`src/rtl/ball_collision_detect.sv`:
```
// Ball collision producer: box test, edge flags, first brick hit per frame.
// Optional debug counter behind `BALL_COL_DEBUG_EN (col_count tied 0 when undefined).
//
// Ports:
//   clk, rst                      clock, synchronous active-high reset
//   frame_pulse                   1-cycle end-of-visible-frame pulse
//   pix_active, pix_x, pix_y      raster position
//   obj_on, brick_on              object masks at the current pixel
//   ball_x, ball_y                ball position from ball_logic
//   ball_on                       combinational ball-box coverage
//   collision, ball_*_col         registered collision pulse and edge flags
//   hit_valid/hit_ready           brick-hit record handshake
//   hit_x, hit_y, hit_overrun     record and sticky drop flag
//   col_count                     collision cycles in the previous frame
module ball_collision_detect #(
  parameter int BALL_SIZE = 4,
  parameter int CNT_W     = 8
) (
  input  logic             clk,
  input  logic             rst,
  input  logic             frame_pulse,
  input  logic             pix_active,
  input  logic [9:0]       pix_x,
  input  logic [8:0]       pix_y,
  input  logic             obj_on,
  input  logic             brick_on,
  input  logic [9:0]       ball_x,
  input  logic [8:0]       ball_y,
  output logic             ball_on,
  output logic             collision,
  output logic             ball_top_col,
  output logic             ball_left_col,
  output logic             ball_bottom_col,
  output logic             ball_right_col,
  output logic             hit_valid,
  input  logic             hit_ready,
  output logic [9:0]       hit_x,
  output logic [8:0]       hit_y,
  output logic             hit_overrun,
  output logic [CNT_W-1:0] col_count
);

  localparam logic [10:0] SZX = 11'(BALL_SIZE - 1);
  localparam logic [9:0]  SZY = 10'(BALL_SIZE - 1);

  typedef enum logic [1:0] {
    S_IDLE,
    S_ARMED,
    S_PEND
  } state_t;

  // Shadow ball position, frozen for the whole frame
  logic [9:0] bx_q;
  logic [8:0] by_q;
  logic       fp_q;

  // ball_logic updates at the frame_pulse edge, so the new
  // position is sampled one cycle later.
  always_ff @(posedge clk) begin
    if (rst) begin
      fp_q <= 1'b0;
      bx_q <= ball_x;
      by_q <= ball_y;
    end else begin
      fp_q <= frame_pulse;
      if (fp_q) begin
        bx_q <= ball_x;
        by_q <= ball_y;
      end
    end
  end

  // Box compare one bit wider so the far edge never wraps
  logic [10:0] px_w, bx_w, bx_end;
  logic [9:0]  py_w, by_w, by_end;
  logic        in_box;

  assign px_w   = {1'b0, pix_x};
  assign bx_w   = {1'b0, bx_q};
  assign bx_end = bx_w + SZX;
  assign py_w   = {1'b0, pix_y};
  assign by_w   = {1'b0, by_q};
  assign by_end = by_w + SZY;

  assign in_box = pix_active
                & (px_w >= bx_w) & (px_w <= bx_end)
                & (py_w >= by_w) & (py_w <= by_end);

  assign ball_on = in_box;

  // Collision and edge flags
  logic       coll_d, coll_q;
  logic [3:0] flg_d, flg_q;

  assign coll_d = in_box & obj_on;
  assign flg_d  = {py_w == by_w,
                   px_w == bx_w,
                   py_w == by_end,
                   px_w == bx_end} & {4{coll_d}};

  always_ff @(posedge clk) begin
    if (rst) begin
      coll_q <= 1'b0;
      flg_q  <= 4'b0;
    end else begin
      coll_q <= coll_d;
      flg_q  <= flg_d;
    end
  end

  // Suppressed during frame_pulse so ball_logic's clear wins
  assign collision       = coll_q   & ~frame_pulse;
  assign ball_top_col    = flg_q[3] & ~frame_pulse;
  assign ball_left_col   = flg_q[2] & ~frame_pulse;
  assign ball_bottom_col = flg_q[1] & ~frame_pulse;
  assign ball_right_col  = flg_q[0] & ~frame_pulse;

  // Brick hit FSM
  state_t     state_q, state_d;
  logic [9:0] hx_q, hx_d;
  logic [8:0] hy_q, hy_d;
  logic       ovr_q, ovr_d;
  logic       bhit;

  assign bhit = in_box & brick_on;

  always_ff @(posedge clk) begin
    if (rst) begin
      state_q <= S_IDLE;
      hx_q    <= 10'd0;
      hy_q    <= 9'd0;
      ovr_q   <= 1'b0;
    end else begin
      state_q <= state_d;
      hx_q    <= hx_d;
      hy_q    <= hy_d;
      ovr_q   <= ovr_d;
    end
  end

  always_comb begin
    state_d = state_q;
    hx_d    = hx_q;
    hy_d    = hy_q;
    ovr_d   = ovr_q;
    unique case (state_q)
      S_PEND: begin
        if (hit_ready) begin
          // Handshake completes even alongside frame_pulse
          state_d = frame_pulse ? S_ARMED : S_IDLE;
        end else if (frame_pulse | bhit) begin
          ovr_d = 1'b1;
        end
      end
      S_ARMED: begin
        if (frame_pulse) begin
          state_d = S_ARMED;
        end else if (bhit) begin
          hx_d    = pix_x;
          hy_d    = pix_y;
          state_d = S_PEND;
        end
      end
      default: begin
        if (frame_pulse) state_d = S_ARMED;
      end
    endcase
  end

  assign hit_valid   = (state_q == S_PEND);
  assign hit_x       = hx_q;
  assign hit_y       = hy_q;
  assign hit_overrun = ovr_q;

`ifdef BALL_COL_DEBUG_EN
  localparam logic [CNT_W-1:0] CMAX = '1;

  logic [CNT_W-1:0] cnt_q, cnt_d;
  logic [CNT_W-1:0] cc_q, cc_d;

  always_comb begin
    cnt_d = cnt_q;
    cc_d  = cc_q;
    if (frame_pulse) begin
      cc_d  = cnt_q;
      cnt_d = '0;
    end else if (collision && cnt_q != CMAX) begin
      cnt_d = cnt_q + 1'b1;
    end
  end

  always_ff @(posedge clk) begin
    if (rst) begin
      cnt_q <= '0;
      cc_q  <= '0;
    end else begin
      cnt_q <= cnt_d;
      cc_q  <= cc_d;
    end
  end

  assign col_count = cc_q;
`else
  assign col_count = '0;
`endif

endmodule

```
`config.mk`:
```
export PLATFORM = sky130hd
export DESIGN_NAME = ball_collision_detect
export DESIGN_NICKNAME = d
export VERILOG_FILES = /design/src/rtl/ball_collision_detect.sv
export SDC_FILE = /design/constraint.sdc
export NUM_CORES = 1
export LEC_CHECK = 0
export ABC_AREA = 1
export BUFFER_PORTS_ARGS = -buffer_cell sky130_fd_sc_hd__buf_2
export CAP_MARGIN = 25
export CELL_PAD_IN_SITES_DETAIL_PLACEMENT = 1
export CELL_PAD_IN_SITES_GLOBAL_PLACEMENT = 2
export CORE_MARGIN = 1
export CORE_UTILIZATION = 30
export CTS_CLUSTER_DIAMETER = 80
export DETAILED_ROUTE_END_ITERATION = 7
export PLACE_DENSITY_LB_ADDON = 0.3
export SLEW_MARGIN = 10
export SYNTH_ARGS = -nofsm -noshare
export SYNTH_HDL_FRONTEND = slang
export SYNTH_SLANG_ARGS = --single-unit
```
`constraint.sdc`:
```
create_clock -name clk -period 3.8 [get_ports clk]
set_input_delay 0.19 -clock clk [delete_from_list [all_inputs] [get_ports clk]]
set_output_delay 0.19 -clock clk [all_outputs]
set_load 0.05 [all_outputs]
```
==> metrics.yaml <==
global_routing:
  antenna_found_initial: 0
  grt_pass1_wl_um: 13000
  grt_max_degree: 21
  first_global_vias: 2682
  grt_remaining_overflow: 0
  grt_usage_pct: 16.3
timing:
  min_period_over_period_pct: 87.2
  hold_violations: 0
  slew_headroom_pct: 59.2
  rsz0062_at_grt: "no"
  setup_tns_ns: 0
  setup_viol: 0
  slew_violations: 0
  fin_hold_ws_ns: 0.0486
  max_freq_ghz: 0.302
  skew_ns: 0.0120
  fin_crit_ns: 3.31
  worstMarginPinSlew_ns: 0.611
synthesis:
  syn_inst: 371
  yosysWarnings: 0
  synth_area_per_cell_um2: 8.18
  synth_area_um2: 3030
  yosys-top-cells-area: "edfxtp_1 (19%), dfxtp_1 (18%), ha_1 (17%)"
  synth_top_area_share_pct: 18.8
  yosysMostFrequentCell: "nor2_1"
  yosys-top-cells-count: "nor2_1 (69), nand2_1 (52), inv_1 (48)"
  synth_cell_types: 34
  ys.flop_type: "dfxtp_1"
  async_flop_share_pct: 0
  yosysSeqAreaShare_pct: 37.3
  synth-seq-cells: 47
  synth_edf_count: 19
  synth_top_area_cell: "edfxtp_1"
route:
  wl_per_cell_um: 13.9
  routed_wirelength_um: 8040
  drt-initial-drc-count: 27
  via_per_inst: 4.51
  drt-pass1-iter-count: 4
  drc: 0
  vias: 2607
  ant_nets: 0
power_and_ir_drop:
  p_leak_nw: 1.87
  clock_power_share_pct: 32.1
  switching_share_pct: 30.6
  max-vdd-ir-drop_mv: 0.137
  comb_power_share_pct: 22.4
  p_int_w: 0.000857
  power_density_nw_per_um2: 342
  switchingPower_w: 0.000378
  seqPwrFrac_pct: 45.5
run:
  max_cap_violations: 0
place:
  placed_area_um2: 3490
  portBuffers: 71
  place.gp.congestion: 0.787
  dpl.hpwl_um: 6660
worst_setup_path:
  required_ns: 3.61
  ff2ff_setup_slack_ns: 0.51
  worstSetupPathType: "flip-flop to primary output"
  arrival_ns: 3.12
  reg2reg_from: "by_q[0]"
  crit_start: "by_q[0]"
  startpoint_type: "flip-flop"
  crit_path_end_kind: "primary output"
  path_max_fanout: 3
die:
  die_h_um: 103
  fp-row-count: 36
  design.die.area_um2: 10500
  coreArea_um2: 9770
  die_w_um: 103
  initial_core_util_pct: 31.0
  boundaryPins: 80
clocking:
  cts_buffer_depth: 2
  cts.repair.resized: 0
  cts.clk_slew.worst_paths_ns: 0.10
  htreeDepth: 2
  cts_buffers: 5
  cts_root_buf: "clkbuf_8"
  cts_tree: "done"
  clock_sinks: 47
  worstSkewPairLatency_ns: 0.31
  postCtsSetupBuffers: 0
  postCtsHoldBufs: 0
final_layout:
  final_core_util_pct: 36.9
  area_growth_syn_to_layout_pct: 19.0
  multi_input_area_um2: 1640
  seqCellArea_um2: 1130
  drive_gt1_share_pct: 21.1
  nFillCells: 1226
  final_area_um2: 3610
  diodes: 0
  fin_nets: 531
run_status:
  outcome: "finished, final reports clean"
hold_path:
  min_from: "ball_y[3]"
  holdCritPathClass: "input port to flip-flop"
## flip-flops by register name, summed over array words and instances (netlist names), 2 cells and up
name and flops:
flg_q 4, bx_q 10, hit_y 9, hit_x 10, by_q 9, state_q 2
## final cells by class
class | instances | area share [%]
repair buffers | 72 | 10.0
flip-flops and latches | 47 | 31.3
inverters | 49 | 5.09
clock buffers | 7 | 3.29
multi-input cells | 269 | 45.5
clock inverters | 1 | 0.173
well taps | 133 | 4.61
## metrics by stage
step	std cells	power (W)	worst slack, ns
2_1_floorplan	378	0.000769	0.710
3_3_place_gp	570	0.000847	0.689
3_5_place_dp	570	0.000854	0.498
4_1_cts	578	0.00126	0.465
5_1_grt	578	0.00132	0.110
6_report	578	0.00124	0.485
## cells by family after synthesis
kind of cell / Yosys count / share of synthesized area, %
DFF: 47 / 37.3
and+or+nand+nor: 160 / 23.3
AOI/OAI and AO/OA: 44 / 8.17
xor gates and xnor gates: 15 / 4.33
buffers and inverters: 62 / 9.48
adders and majority gates: 42 / 17.3
other: 1 / 0.124
## path summary, 6_finish.rpt
kind                            depth (start not counted)           to
worst max register to register                         16     hit_x[8]
worst max-delay path                                   13      ball_on
worst min-delay path                                    1      by_q[3]
worst min register to register                          2  hit_overrun
## layer usage
layer	part of all wire (%)	global-route usage [%]	vias to the layer above	routed length, um
met1	44	19.2	1219	3540
met2	52	30.9	43	4180
met3	3.1	2.58	7	250
li1	-	-	1338	-
met5	0	0	-	0
met4	0.73	3.30	0	59
## placed cells by master, fill, tap and decap left out, types with 12 or more instances in the layout
cell	n
nand2_1	52
ha_1	42
xor2_1	15
dfxtp_1	28
buf_2	71
nand3_1	12
edfxtp_1	19
nor2_1	69
a21oi_1	14
inv_1	48
## power by group through the flow
stage,clock (W),sequential (W),combinational (W)
after floorplan,0,0.000573,0.000196
after global placement,0,0.000573,0.000274
after detailed placement,0,0.000574,0.000280
after CTS,0.000411,0.000562,0.000282
after global routing,0.000435,0.000565,0.000320
final,0.000397,0.000562,0.000276
## worst max-delay path: stages (launching register included)
cell,delay (ns)
edfxtp_1,0.37
inv_1,0.08
ha_1,0.23
nor3_1,0.29
nand3_1,0.16
nor3_1,0.22
xor2_1,0.17
ha_1,0.26
and3_1,0.22
o21ai_0,0.10
nand3_1,0.09
nand3_1,0.14
and3_1,0.21
buf_2,0.27
No activity file was read; power rests on OpenSTA's default activity.
